**src/rtl/mdu_pkg.sv**
```systemverilog
// Shared definitions for the multiply/divide unit: operation encodings,
// FSM state encoding and default widths.
package mdu_pkg;

    localparam int MDU_XLEN  = 32;
    localparam int MDU_CNT_W = 5;

    localparam logic [2:0] MDU_MULT  = 3'd0;
    localparam logic [2:0] MDU_MULTU = 3'd1;
    localparam logic [2:0] MDU_DIV   = 3'd2;
    localparam logic [2:0] MDU_DIVU  = 3'd3;
    localparam logic [2:0] MDU_MTHI  = 3'd4;
    localparam logic [2:0] MDU_MTLO  = 3'd5;

    typedef logic [1:0] mdu_state_t;

    localparam mdu_state_t ST_IDLE = 2'd0;
    localparam mdu_state_t ST_MUL  = 2'd1;
    localparam mdu_state_t ST_DIV  = 2'd2;
    localparam mdu_state_t ST_FIX  = 2'd3;

    // Signed operations are the ones whose operands go through magnitude/sign handling.
    function automatic logic op_is_signed(input logic [2:0] op);
        return (op == MDU_MULT) || (op == MDU_DIV);
    endfunction

endpackage

```
**src/rtl/mdu_if.sv**
```systemverilog
// Request/response bundle between a core pipeline (master) and the MDU (slave).
interface mdu_if
    import mdu_pkg::*;
#(
    parameter int XLEN = MDU_XLEN
) ();

    logic            start;
    logic [2:0]      op;
    logic [XLEN-1:0] a;
    logic [XLEN-1:0] b;
    logic            busy;
    logic            done;
    logic [XLEN-1:0] hi;
    logic [XLEN-1:0] lo;

    modport master (
        output start, op, a, b,
        input  busy, done, hi, lo
    );

    modport slave (
        input  start, op, a, b,
        output busy, done, hi, lo
    );

endinterface

```
**src/rtl/mdu_divider.sv**
```systemverilog
// One combinational step of restoring division on unsigned magnitudes:
// shift the next dividend bit into the partial remainder and trial-subtract.
module mdu_divider #(
    parameter int XLEN = 32
) (
    input  logic [XLEN-1:0] rem,
    input  logic [XLEN-1:0] quo,
    input  logic [XLEN-1:0] divisor,
    output logic [XLEN-1:0] rem_next,
    output logic [XLEN-1:0] quo_next
);

    logic [XLEN:0] shifted_s;
    logic [XLEN:0] diff_s;

    // Trial subtraction; a set top bit means the divisor did not fit.
    always_comb begin
        shifted_s = {rem, quo[XLEN-1]};
        diff_s    = shifted_s - {1'b0, divisor};
        if (diff_s[XLEN]) begin
            rem_next = shifted_s[XLEN-1:0];
            quo_next = {quo[XLEN-2:0], 1'b0};
        end else begin
            rem_next = diff_s[XLEN-1:0];
            quo_next = {quo[XLEN-2:0], 1'b1};
        end
    end

endmodule

```
**src/rtl/mdu.sv**
```systemverilog
// Iterative MIPS-style multiply/divide unit with HI/LO result registers.
// Optional MDU_FAST_MULT_EN: single-cycle combinational multiply; division stays iterative.
module mdu
    import mdu_pkg::*;
#(
    parameter int XLEN  = MDU_XLEN,
    parameter int CNT_W = MDU_CNT_W
) (
    input  logic clk,
    input  logic rst_n,
    mdu_if.slave bus
);

    mdu_state_t        state_r;
    logic [CNT_W-1:0]  cnt_r;
    logic              busy_r;
    logic              done_r;
    logic [XLEN-1:0]   hi_r;
    logic [XLEN-1:0]   lo_r;
    logic [XLEN-1:0]   mag_r;
    logic [XLEN-1:0]   acc_hi_r;
    logic [XLEN-1:0]   acc_lo_r;
    logic              is_div_r;
    logic              neg_res_r;
    logic              neg_rem_r;
    logic              div_zero_r;

    logic              accept_s;
    logic              a_neg_s;
    logic              b_neg_s;
    logic [XLEN-1:0]   a_mag_s;
    logic [XLEN-1:0]   b_mag_s;
    logic              cnt_last_s;
    logic [XLEN:0]     mul_sum_s;
    logic [2*XLEN-1:0] prod_s;
    logic [2*XLEN-1:0] prod_fix_s;
    logic [XLEN-1:0]   quo_fix_s;
    logic [XLEN-1:0]   rem_fix_s;
    logic [XLEN-1:0]   div_rem_s;
    logic [XLEN-1:0]   div_quo_s;
`ifdef MDU_FAST_MULT_EN
    logic [2*XLEN-1:0] fast_prod_s;
`endif

    mdu_divider #(.XLEN(XLEN)) u_divider (
        .rem      (acc_hi_r),
        .quo      (acc_lo_r),
        .divisor  (mag_r),
        .rem_next (div_rem_s),
        .quo_next (div_quo_s)
    );

    // Request decode, operand magnitudes, multiply step and final sign correction.
    always_comb begin
        accept_s   = bus.start & ~busy_r;
        a_neg_s    = op_is_signed(bus.op) & bus.a[XLEN-1];
        b_neg_s    = op_is_signed(bus.op) & bus.b[XLEN-1];
        a_mag_s    = a_neg_s ? (~bus.a + {{(XLEN-1){1'b0}}, 1'b1}) : bus.a;
        b_mag_s    = b_neg_s ? (~bus.b + {{(XLEN-1){1'b0}}, 1'b1}) : bus.b;
        cnt_last_s = (cnt_r == CNT_W'(XLEN-1));
        if (acc_lo_r[0]) begin
            mul_sum_s = {1'b0, acc_hi_r} + {1'b0, mag_r};
        end else begin
            mul_sum_s = {1'b0, acc_hi_r};
        end
        prod_s = {acc_hi_r, acc_lo_r};
        if (neg_res_r) begin
            prod_fix_s = ~prod_s + {{(2*XLEN-1){1'b0}}, 1'b1};
        end else begin
            prod_fix_s = prod_s;
        end
        // Divide by zero leaves all-ones in LO whatever the operand signs.
        if (div_zero_r) begin
            quo_fix_s = {XLEN{1'b1}};
        end else if (neg_res_r) begin
            quo_fix_s = ~acc_lo_r + {{(XLEN-1){1'b0}}, 1'b1};
        end else begin
            quo_fix_s = acc_lo_r;
        end
        if (neg_rem_r) begin
            rem_fix_s = ~acc_hi_r + {{(XLEN-1){1'b0}}, 1'b1};
        end else begin
            rem_fix_s = acc_hi_r;
        end
`ifdef MDU_FAST_MULT_EN
        fast_prod_s = {{XLEN{a_neg_s}}, bus.a} * {{XLEN{b_neg_s}}, bus.b};
`endif
    end

    // Control FSM, iteration counter, datapath registers and HI/LO.
    always_ff @(posedge clk or negedge rst_n) begin
        if (!rst_n) begin
            state_r    <= ST_IDLE;
            cnt_r      <= {CNT_W{1'b0}};
            busy_r     <= 1'b0;
            done_r     <= 1'b0;
            hi_r       <= {XLEN{1'b0}};
            lo_r       <= {XLEN{1'b0}};
            mag_r      <= {XLEN{1'b0}};
            acc_hi_r   <= {XLEN{1'b0}};
            acc_lo_r   <= {XLEN{1'b0}};
            is_div_r   <= 1'b0;
            neg_res_r  <= 1'b0;
            neg_rem_r  <= 1'b0;
            div_zero_r <= 1'b0;
        end else begin
            case (state_r)
                ST_IDLE: begin
                    done_r <= 1'b0;
                    if (accept_s) begin
                        case (bus.op)
                            MDU_MULT, MDU_MULTU: begin
`ifdef MDU_FAST_MULT_EN
                                hi_r   <= fast_prod_s[2*XLEN-1:XLEN];
                                lo_r   <= fast_prod_s[XLEN-1:0];
                                done_r <= 1'b1;
`else
                                state_r    <= ST_MUL;
                                busy_r     <= 1'b1;
                                cnt_r      <= {CNT_W{1'b0}};
                                mag_r      <= a_mag_s;
                                acc_hi_r   <= {XLEN{1'b0}};
                                acc_lo_r   <= b_mag_s;
                                is_div_r   <= 1'b0;
                                neg_res_r  <= a_neg_s ^ b_neg_s;
                                neg_rem_r  <= 1'b0;
                                div_zero_r <= 1'b0;
`endif
                            end
                            MDU_DIV, MDU_DIVU: begin
                                state_r    <= ST_DIV;
                                busy_r     <= 1'b1;
                                cnt_r      <= {CNT_W{1'b0}};
                                mag_r      <= b_mag_s;
                                acc_hi_r   <= {XLEN{1'b0}};
                                acc_lo_r   <= a_mag_s;
                                is_div_r   <= 1'b1;
                                neg_res_r  <= a_neg_s ^ b_neg_s;
                                neg_rem_r  <= a_neg_s;
                                div_zero_r <= (bus.b == {XLEN{1'b0}});
                            end
                            MDU_MTHI: begin
                                hi_r <= bus.a;
                            end
                            MDU_MTLO: begin
                                lo_r <= bus.a;
                            end
                            default: begin
                                state_r <= ST_IDLE;
                            end
                        endcase
                    end
                end
                ST_MUL: begin
                    {acc_hi_r, acc_lo_r} <= {mul_sum_s, acc_lo_r[XLEN-1:1]};
                    if (cnt_last_s) begin
                        state_r <= ST_FIX;
                        cnt_r   <= {CNT_W{1'b0}};
                    end else begin
                        cnt_r <= cnt_r + CNT_W'(1);
                    end
                end
                ST_DIV: begin
                    acc_hi_r <= div_rem_s;
                    acc_lo_r <= div_quo_s;
                    if (cnt_last_s) begin
                        state_r <= ST_FIX;
                        cnt_r   <= {CNT_W{1'b0}};
                    end else begin
                        cnt_r <= cnt_r + CNT_W'(1);
                    end
                end
                ST_FIX: begin
                    state_r <= ST_IDLE;
                    busy_r  <= 1'b0;
                    done_r  <= 1'b1;
                    if (is_div_r) begin
                        hi_r <= rem_fix_s;
                        lo_r <= quo_fix_s;
                    end else begin
                        hi_r <= prod_fix_s[2*XLEN-1:XLEN];
                        lo_r <= prod_fix_s[XLEN-1:0];
                    end
                end
                default: begin
                    state_r <= ST_IDLE;
                    busy_r  <= 1'b0;
                    done_r  <= 1'b0;
                end
            endcase
        end
    end

    assign bus.busy = busy_r;
    assign bus.done = done_r;
    assign bus.hi   = hi_r;
    assign bus.lo   = lo_r;

endmodule

```
**src/flat_wrapper.sv**
```systemverilog
// flat-port wrapper written by rule: the top's interface ports become plain ports
module mdu_flat import mdu_pkg::*;
#(
    parameter int XLEN  = MDU_XLEN,
    parameter int CNT_W = MDU_CNT_W
)
  (clk, rst_n, bus_start, bus_op, bus_a, bus_b, bus_busy, bus_done, bus_hi, bus_lo);
  mdu_if #(.XLEN(XLEN)) bus_i ();
  input  logic clk;
  input  logic rst_n;
  input wire logic [$bits(bus_i.start)-1:0] bus_start;
  input wire logic [$bits(bus_i.op)-1:0] bus_op;
  input wire logic [$bits(bus_i.a)-1:0] bus_a;
  input wire logic [$bits(bus_i.b)-1:0] bus_b;
  output wire logic [$bits(bus_i.busy)-1:0] bus_busy;
  output wire logic [$bits(bus_i.done)-1:0] bus_done;
  output wire logic [$bits(bus_i.hi)-1:0] bus_hi;
  output wire logic [$bits(bus_i.lo)-1:0] bus_lo;
  assign bus_i.start = bus_start;
  assign bus_i.op = bus_op;
  assign bus_i.a = bus_a;
  assign bus_i.b = bus_b;
  assign bus_busy = bus_i.busy;
  assign bus_done = bus_i.done;
  assign bus_hi = bus_i.hi;
  assign bus_lo = bus_i.lo;
  mdu #(.XLEN(XLEN), .CNT_W(CNT_W)) u_core (.clk(clk), .rst_n(rst_n), .bus(bus_i));
endmodule
```
**config.mk**
```make
export PLATFORM = sky130hd
export DESIGN_NAME = mdu_flat
export DESIGN_NICKNAME = d
export VERILOG_FILES = /design/src/rtl/mdu_pkg.sv /design/src/rtl/mdu_if.sv /design/src/rtl/mdu_divider.sv /design/src/rtl/mdu.sv /design/src/flat_wrapper.sv
export SDC_FILE = /design/constraint.sdc
export NUM_CORES = 1
export LEC_CHECK = 0
export BUFFER_PORTS_ARGS = -buffer_cell sky130_fd_sc_hd__buf_2
export CAP_MARGIN = 5
export CELL_PAD_IN_SITES_DETAIL_PLACEMENT = 0
export CELL_PAD_IN_SITES_GLOBAL_PLACEMENT = 2
export CORE_MARGIN = 2
export CORE_UTILIZATION = 37
export CTS_BUF_LIST = sky130_fd_sc_hd__clkbuf_2
export DETAILED_ROUTE_END_ITERATION = 6
export PLACE_DENSITY = 0.95
export REMOVE_ABC_BUFFERS = 1
export SYNTH_ARGS = -nofsm -noshare
export SYNTH_HDL_FRONTEND = slang
export SYNTH_SLANG_ARGS = --single-unit
```
**constraint.sdc**
```tcl
create_clock -name clk -period 3.98 [get_ports clk]
set_input_delay 0 -clock clk [delete_from_list [all_inputs] [get_ports clk]]
set_output_delay 0 -clock clk [all_outputs]
set_load 0.005 [all_outputs]
```
Word-level counts from Yosys, hierarchy flattened
Index checks and enable logic that the tools add are counted.
{"block": "totals", "regBits": 173, "input_bits": 70, "out_inout_bits": 66, "wordCells": 108}
{"block": "op_classes", "addsub": 8, "n_eq_ne": 16, "n_mux": 39, "n_bitwise": 10, "reduce_logical": 22}
{"op": "2-to-1 mux 32 bit", "count": 15}
{"op": "one-hot mux 32 bit (2 select lines)", "count": 4}
{"op": "one-hot mux 32 bit (3 select lines)", "count": 2}
{"op": "adder 32 x 1 -> 32 bit (second input constant)", "count": 4}
{"op": "NOT 32 bit", "count": 4}
{"op": "adder 64 x 1 -> 64 bit (second input constant)", "count": 1}
{"op": "2-to-1 mux 64 bit", "count": 1}
{"op": "NOT 64 bit", "count": 1}
{"op": "adder 32 x 32 -> 33 bit", "count": 1}
{"op": "2-to-1 mux 33 bit", "count": 1}
{"op": "subtractor 33 x 32 -> 33 bit", "count": 1}
{"op": "logical NOT 32 bit", "count": 1}
{"op": "AND reduction 3 bit", "count": 9}
{"op": "2-to-1 mux 5 bit", "count": 3}
{"op": "one-hot mux 2 bit (3 select lines)", "count": 2}
{"op": "one-hot mux 1 bit (2 select lines)", "count": 5}
{"op": "one-hot mux 5 bit (2 select lines)", "count": 1}
{"op": "inequality test 2 bit (second input constant)", "count": 4}
{"op": "OR reduction 2 bit", "count": 4}
{"op": "== test 3 x 2 -> 1 bit (second input constant)", "count": 2}
{"op": "== test 3 bit (second input constant)", "count": 2}
{"op": "nonzero test 2 bit", "count": 3}
{"op": "adder 5 x 1 -> 5 bit (second input constant)", "count": 1}
{"op": "== test 5 bit (second input constant)", "count": 1}
{"op": "other kinds (15)", "count": 22}

Logic depth before layout (Yosys ltp)
Gate-level depths: netlist of the first run.
{"block": "depth", "ltp_word": 7, "mapped_depth": 13, "ltp_nobuf": 12}

Cells and area by module
A second synthesis of the first run with hierarchy kept.
{"block": "hier_totals", "hier_cells": 1969, "hier_area_um2": 15539.9}
{"mod": "mdu", "n_inst": 1, "cells_per_inst": 1629, "area_each_um2": 12990.0, "seq_area_each_um2": 4329.2}
{"mod": "mdu_divider", "n_inst": 1, "cells_per_inst": 340, "area_each_um2": 2549.9, "seq_area_each_um2": 0.0}

Worst setup path before layout of the first run
OpenSTA, ideal clock, no wires.
{"block": "synth_path", "path_kind": "flip-flop to flip-flop", "from": "register u_core.acc_lo_r[31]", "to": "register u_core.acc_hi_r[10]", "setup_ns": 0.126, "t_arrival_ns": 3.079, "t_required_ns": 3.854, "slack_ns": 0.775, "path_stages_with_launch": 13, "path_buffers": 0, "period_less_slack_ns": 3.205, "cell_sequence": "dfrtp_1 -> inv_1 -> ha_1 -> fa_1 -> nor2b_1 -> o31ai_1 -> a211o_1 -> a21oi_1 -> o211a_1 -> nor3_1 -> nor2_1 -> mux2_2 -> a221o_1"}
{"block": "synth_between", "elab_chain_cells": 3}
{"element": "start, declared", "line": "mdu.sv:22", "text": "logic [XLEN-1:0] acc_lo_r;"}
{"element": "start signal, assigned", "line": "mdu.sv:101", "text": "acc_lo_r <= {XLEN{1'b0}};"}
{"element": "start signal, assigned", "line": "mdu.sv:123", "text": "acc_lo_r <= b_mag_s;"}
{"element": "start signal, assigned", "line": "mdu.sv:136", "text": "acc_lo_r <= a_mag_s;"}
{"element": "subtractor 33 x 32 -> 33 bit", "line": "mdu_divider.sv:19", "text": "diff_s = shifted_s - {1'b0, divisor};"}
{"element": "2-to-1 mux 32 bit", "line": "mdu_divider.sv:20", "text": "if (diff_s[XLEN]) begin"}
{"element": "one-hot mux 32 bit (3 select lines)", "line": "mdu.sv:107", "text": "case (state_r)"}
{"element": "end signal, assigned", "line": "mdu.sv:100", "text": "acc_hi_r <= {XLEN{1'b0}};"}
{"element": "end signal, assigned", "line": "mdu.sv:122", "text": "acc_hi_r <= {XLEN{1'b0}};"}
{"element": "end signal, assigned", "line": "mdu.sv:135", "text": "acc_hi_r <= {XLEN{1'b0}};"}
{"element": "end, declared", "line": "mdu.sv:21", "text": "logic [XLEN-1:0] acc_hi_r;"}
No other way between the ends.
A chain may end at the register's enable or synchronous reset.

Worst setup path after layout of the first run
{"block": "layout_path", "from": "register u_core.acc_lo_r[12]", "to": "register u_core.hi_r[22] (netlist: u_core.bus.hi[22])"}
{"block": "layout_between", "elab_chain_cells": 5}
{"element": "NOT 64 bit", "line": "mdu.sv:68", "text": "prod_fix_s = ~prod_s + {{(2*XLEN-1){1'b0}}, 1'b1};"}
{"element": "adder 64 x 1 -> 64 bit", "line": "mdu.sv:68"}
{"element": "2-to-1 mux 64 bit", "line": "mdu.sv:67", "text": "if (neg_res_r) begin"}
{"element": "2-to-1 mux 32 bit", "line": "mdu.sv:177", "text": "if (is_div_r) begin"}
{"element": "one-hot mux 32 bit (2 select lines)", "line": "mdu.sv:107"}
{"element": "end signal, assigned", "line": "mdu.sv:97", "text": "hi_r <= {XLEN{1'b0}};"}
{"element": "end signal, assigned", "line": "mdu.sv:178", "text": "hi_r <= rem_fix_s;"}
{"element": "end signal, assigned", "line": "mdu.sv:181", "text": "hi_r <= prod_fix_s[2*XLEN-1:XLEN];"}
{"element": "end, declared", "line": "mdu.sv:18", "text": "logic [XLEN-1:0] hi_r;"}
No other way between the ends.

==> qor.txt, run 1 <==
worst vdd ir = 0.355 mV
die width = 207 um
max-slew violation count = 0
clk sinks = 173
Async SR Flop Fraction = 100%
initial core utilization = 37.5%
fill count = 4,079
worst-case headroom to the max-slew limit = 27.7%
largest net degree at the start of global routing = 108
Max Fclk = 259 MHz
Seq/Total Area, Yosys = 28.3%
share of cells above drive strength 1 = 12.2%
First DRT Iteration DRCs = 1,598
ys flop type = dfrtp_1
Synth top area share = 28.3%
WL/cell = 21.7 um
Synth cell types = 75
Most common cell on crit path = or4_4
CP arrival = 4.61 ns
die area = 43,000 sq um
post-route ant nets = 0
Hold WC Path Type = in -> reg
Vias/cell = 5.97
status = finished, violations left
reg2reg setup slack = 0.12 ns
critical path class = reg -> reg
delay of the slowest cell on the worst path = 0.57 ns
Slew @ Worst Pin = 1.09 ns
warning count from the yosys run = 0
Clock Latency Late Sink = 0.91 ns
WL final = 59,700 um
top-level I/O count = 136
unrepaired setup endpoints after global routing = true
Clock transition at path regs = 0.30 ns
vias post-DR = 16.4k
drt drc = 1
Port Buffer Count = 135
vias in the first global route = 15.7k
Final period util = 97.0%
critical path fanouts, max = 5
commonest cells after routing, fill and taps aside = nand2_1 (240), o21ai_0 (213), a21oi_1 (184), dfrtp_1 (170), nor2_1 (139)
first-pass GRT wire length = 92,600 um
syn avg cell area = 7.67 sq um
Worst setup EP type = flip-flop
Post-Syn Instances = 1,996
DP HPWL = 44,000 um
CP required = 4.73 ns
slowest CP cell = dlygate4sd3_1
PwrDens = 907 nW/um^2
synth top area cells = dfrtp_1 (28%), o21ai_0 (7.0%), xnor2_1 (6.4%)
total global-route track usage = 27.2%
post-layout util = 44.5%
H-tree Lvls = 4
Clock Tree Buf Depth = 2
Post-synth EDFFs = 0
CTS Buf Count = 17
number of antenna violations at the first check in global routing = 2
Final Setup Violations = 0
commonest non-fill, non-tap cell in the layout = nand2_1
CP startpoint kind = flip-flop
root buf cell = clkbuf_2
CP delay by family, top = simple AND/OR/NAND/NOR gates
DR pass1 iterations = 7
DP Area = 16,600 sq um
Layout area overhead = 18.7%
row cnt = 74
Max Cap Viol = 0
Core ar. = 40,800 sq um
Tot Pwr = 16.5 mW
P_leak = 7.89 nW
Synth Register Bits = 173
gr ovfl total = 0
die height = 207 um
Period minus WS final = 3.86 ns
final-report hold violation count = 0
fin area = 18,200 sq um
worst path cell trace = or4_4, or4_4, or4_1, or3_4, a2111oi_4, nor2_1, xor2_1, mux2i_1, a21oi_1, dlygate4sd3_1
GP Congestion = 0.951
CP bufs+invs = 1
net total in the final layout = 2,355
clk_skew = 0.0802 ns
Hold WS = 0.0531 ns
failing checks = design-rule violations
Yosys top cell by area = dfrtp_1
Post-Synthesis Cell Area = 15,300 sq um
CTS tree = built
## through the flow
step / worst slack, ns / instances / setup TNS (ns)
6_report: 0.120 / 2753 / 0
3_5_place_dp: 0.291 / 2597 / 0
5_1_grt: -0.0319 / 2753 / -0.0319
2_1_floorplan: 0.0500 / 1868 / 0
3_3_place_gp: 0.357 / 2597 / 0
4_1_cts: 0.0220 / 2748 / 0
## layer usage
layer  share of wire (%)  global-route usage, %  vias to the layer above
met5                   0                      0                        -
met4                 3.4                   9.51                        0
met3                 7.1                   4.28                      109
met2                  45                   42.8                      729
met1                  45                   37.9                     7945
li1                    -                      -                     7666
## synth_stat cells (30+ instances only)
master,n
o21ai_1,45
nor3_1,47
clkbuf_1,116
ha_1,75
a21oi_1,184
xor2_1,62
nor2_1,139
dfrtp_1,173
a21o_1,30
o21ai_0,213
inv_1,70
nand2_1,240
xnor2_1,112
## worst reg2reg max path, delay by kind of cell, from the launching register on
kind | cells | cell delay [ns]
AND/OR/NAND/NOR | 5 | 1.91
XOR/XNOR | 1 | 0.16
AO/OA/AOI/OAI | 2 | 0.45
multiplexers | 1 | 0.13
buffers and inverters | 1 | 0.57
flip-flops | 1 | 0.50
## power by group
group / leakage [nW] / total, mW / switching (mW) / internal [mW]
Combinational: 5.59 / 11.8 / 7.18 / 4.59
Sequential: 2.16 / 3.64 / 1.03 / 2.61
Clock: 0.146 / 1.06 / 0.705 / 0.353
## final cells by class
cell class / count / area [sq um] / share of cell area [%]
inverters: 71 / 267 / 1.47
multi-input cells: 1624 / 10200 / 56.4
clock buffers: 20 / 100 / 0.551
clock inverters: 11 / 144 / 0.793
diodes: 1 / 2.50 / 0.0138
flip-flops and latches: 173 / 4330 / 23.9
repair buffers: 321 / 2400 / 13.2
well taps: 532 / 666 / 3.67
## registers in the layout, indices dropped and copies added (netlist names)
| name | flops |
|---|---|
| u_core.mag_r | 32 |
| u_core.acc_hi_r | 32 |
| u_core.is_div_r | 1 |
| u_core.state_r | 2 |
| u_core.bus.lo | 32 |
| u_core.neg_res_r | 1 |
| u_core.bus.done | 1 |
| u_core.div_zero_r | 1 |
| u_core.bus.hi | 32 |
| u_core.cnt_r | 5 |
| u_core.bus.busy | 1 |
| u_core.acc_lo_r | 32 |
| u_core.neg_rem_r | 1 |
## timing repair
action,CTS,global route
resized for setup,0,6
hold buffers,120,0
buffers inserted,0,4
hold endpoints to repair,258,0
endpoints found under the setup margin,0,3
## cell families (layout without fill, tap and decap cells)
group	after synthesis	count (layout)	synth area share, %
compound gates	723	723	29.1
xor+xnor	174	174	9.96
fa+ha+maj	77	77	6.40
buf+inv	199	423	4.96
flops	173	173	28.3
mux	33	33	2.23
other cells	0	1	0
simple gates	617	617	19.0
## final timing paths
path,start,to,cells past startpoint
max in group asynchronous,rst_n,u_core.acc_lo_r[13],4
min in group asynchronous,rst_n,u_core.acc_hi_r[26],4
setup / recovery,u_core.acc_lo_r[12],u_core.bus.hi[22],10
hold / removal,bus_a[13],u_core.bus.lo[13],4
setup reg to reg,u_core.acc_lo_r[12],u_core.bus.hi[22],10
hold reg to reg,u_core.cnt_r[3],u_core.cnt_r[3],1
No activity file was read; power rests on OpenSTA's default activity.
==> inputs of run 2 (changes only) <==
CORE_UTILIZATION = 35   (was 37)
PLACE_DENSITY = 0.92   (was 0.95)
==> run 2 against run 1 <==
  * The run now ends clean
  * Wire length rose by 4.0%
  * Non-clock buffer count rose by 22
  * Die area rose by 5.6%
  * Combinational power barely moved
  * Setup slack improved by 0.030 ns
  * Register-to-register slack improved by 0.03 ns
  * Global-route usage fell by 0.33 points
  * Clock skew fell by 0.014 ns
  * Critical path depth did not move
  * Worst hold slack improved by 0.0045 ns
  * Highest routed layer unchanged
==> qor.txt, run 2 (synthesis gave the netlist of run 1 again) <==
Max Cap Viol = 0 (unchanged)
commonest cells after routing, fill and taps aside = nand2_1 (240), o21ai_0 (213), a21oi_1 (184), dfrtp_1 (172), dlygate4sd3_1 (141)
Layout area overhead = 20.6%
PwrDens = 894 nW/um^2 (-1.5%)
WL final = 62,100 um (+4.0%)
clk_skew = 0.0664 ns (-0.0137 ns)
die area = 45,400 sq um (+5.6%)
CTS Buf Count = 17 (unchanged)
final-report hold violation count = 0 (unchanged)
max-slew violation count = 0 (unchanged)
fill count = 4,377 (+7.3%)
Period minus WS final = 3.83 ns (-0.0304 ns)
initial core utilization = 35.5% (-2.0 points)
gr ovfl total = 0 (unchanged)
Final Setup Violations = 0 (unchanged)
first-pass GRT wire length = 92,500 um (about the same)
CP required = 4.87 ns (+0.14 ns)
Port Buffer Count = 135 (unchanged)
number of antenna violations at the first check in global routing = 2 (unchanged)
top-level I/O count = 136 (unchanged)
commonest non-fill, non-tap cell in the layout = nand2_1
Hold WC Path Type = in -> reg
share of cells above drive strength 1 = 12.1% (-0.13 points)
CP arrival = 4.72 ns (+0.11 ns)
Worst setup EP type = flip-flop
drt drc = 0 (-1)
DP HPWL = 45,200 um (+2.8%)
slowest CP cell = or4_4
vias in the first global route = 15.8k (+0.13%)
critical path class = reg -> reg
unrepaired setup endpoints after global routing = false
H-tree Lvls = 4 (unchanged)
net total in the final layout = 2,377 (+0.93%)
die width = 213 um (+2.8%)
total global-route track usage = 26.9% (-0.33 points)
critical path fanouts, max = 5 (unchanged)
worst slack, placed = 0.377 ns (+0.0863 ns)
Max Fclk = 261 MHz (+0.79%)
status = completed
clk sinks = 173 (unchanged)
Core ar. = 43,100 sq um (+5.5%)
WL/cell = 21.9 um (+1.2%)
CP bufs+invs = 1 (unchanged)
worst-case headroom to the max-slew limit = 28.1% (+0.40 points)
P_leak = 7.99 nW (+1.2%)
Slew @ Worst Pin = 1.08 ns (-0.00606 ns)
root buf cell = clkbuf_2
vias post-DR = 16.5k (+0.61%)
Final WS setup = 0.150 ns (+0.0304 ns)
Most common cell on crit path = or4_1
post-route ant nets = 0 (unchanged)
Fin Setup TNS = 0 ns (unchanged)
CP delay by family, top = simple AND/OR/NAND/NOR gates
Clock Tree Buf Depth = 2 (unchanged)
Clock transition at path regs = 0.32 ns (+0.02 ns)
First DRT Iteration DRCs = 1,624 (+1.6%)
DR pass1 iterations = 6 (-1)
CP startpoint kind = flip-flop
CTS tree = built
die height = 213 um (+2.8%)
GP Congestion = 0.913 (-4.0%)
row cnt = 76 (+2.7%)
worst vdd ir = 0.443 mV (+25%)
largest net degree at the start of global routing = 99 (-8.3%)
Clock Latency Late Sink = 0.95 ns (+0.04 ns)
delay of the slowest cell on the worst path = 0.58 ns (about the same)
Final period util = 96.2% (-0.76 points)
worst path cell trace = or4_4, or4_1, or4_1, or3_4, a2111oi_4, nor2_1, xor2_1, mux2i_1, a21oi_1, dlygate4sd3_1
Vias/cell = 5.85 (-2.1%)
[run 2: cell types whose count changed in the layout (fill, tap and decap cells not counted), sizes merged]
cell	previous run	this run
bufinv	3	1
inv	72	80
diode	1	2
clkinv	5	3
clkbuf	21	18
dlygate4sd3	119	141
[run 2: area by class of cell]
type / instances / area [sq um] / area share, %
multi-input combinational: 1624 / 10200 / 55.5
timing repair buffer: 343 / 2630 / 14.3
tap: 585 / 732 / 3.97
clock inverter: 15 / 150 / 0.814
clock buffer: 17 / 85.1 / 0.461
sequential: 173 / 4330 / 23.5
antenna: 2 / 5.00 / 0.0271
inverter: 71 / 267 / 1.44
[run 2: metrics by stage]
step	cells	power (mW)	hold WS, ns	area, sq um	util [%]
after detailed placement	2653	15.0	0.207	16800	38.9
after floorplan	1868	11.1	-0.296	14800	-
after global routing	2830	17.8	0.0100	18400	42.8
final	2830	16.5	0.0576	18400	42.8
after CTS	2826	16.2	0.00210	18400	42.8
after global placement	2653	14.9	0.198	16800	38.9
[run 2: final timing paths]
path	startpoint	endpoint	slack [ns]	cells after the start
hold / removal	bus_a[29]	u_core.bus.hi[29]	0.06	5
min in group asynchronous	rst_n	u_core.bus.hi[19]	0.26	4
setup reg to reg	u_core.acc_lo_r[13]	u_core.bus.hi[22]	0.15	10
hold reg to reg	u_core.bus.hi[29]	u_core.bus.hi[29]	0.52	1
max in group asynchronous	rst_n	u_core.acc_hi_r[27]	3.21	4
setup / recovery	u_core.acc_lo_r[13]	u_core.bus.hi[22]	0.15	10
[run 2: routing by layer]
metal / global-route usage, % / part of all wire [%] / vias to the layer above
met5: 0 / 0 / -
met4: 12.0 / 4.5 / 0
met3: 5.77 / 7.9 / 140
met2: 42.1 / 45 / 762
met1: 35.6 / 43 / 7923
li1: - / - / 7724
[run 2: tightest hold or removal path, stage by stage]
cell           delay [ns]
dlygate4sd3_1        0.53
buf_2                0.16
nor2_1               0.11
a211oi_1             0.06
a21o_1               0.14
[run 2: what timing repair did]
item / in CTS / in global routing
resized for setup: 0 / 3
setup endpoints to repair: 0 / 4
hold buffers: 141 / 1
setup buffers: 0 / 1
hold endpoints to repair: 313 / 1
[run 2: power breakdown]
part / internal, mW / switching [mW] / total, mW
sequential: 2.61 / 0.994 / 3.60
combinational: 4.58 / 7.24 / 11.8
clock: 0.253 / 0.814 / 1.07
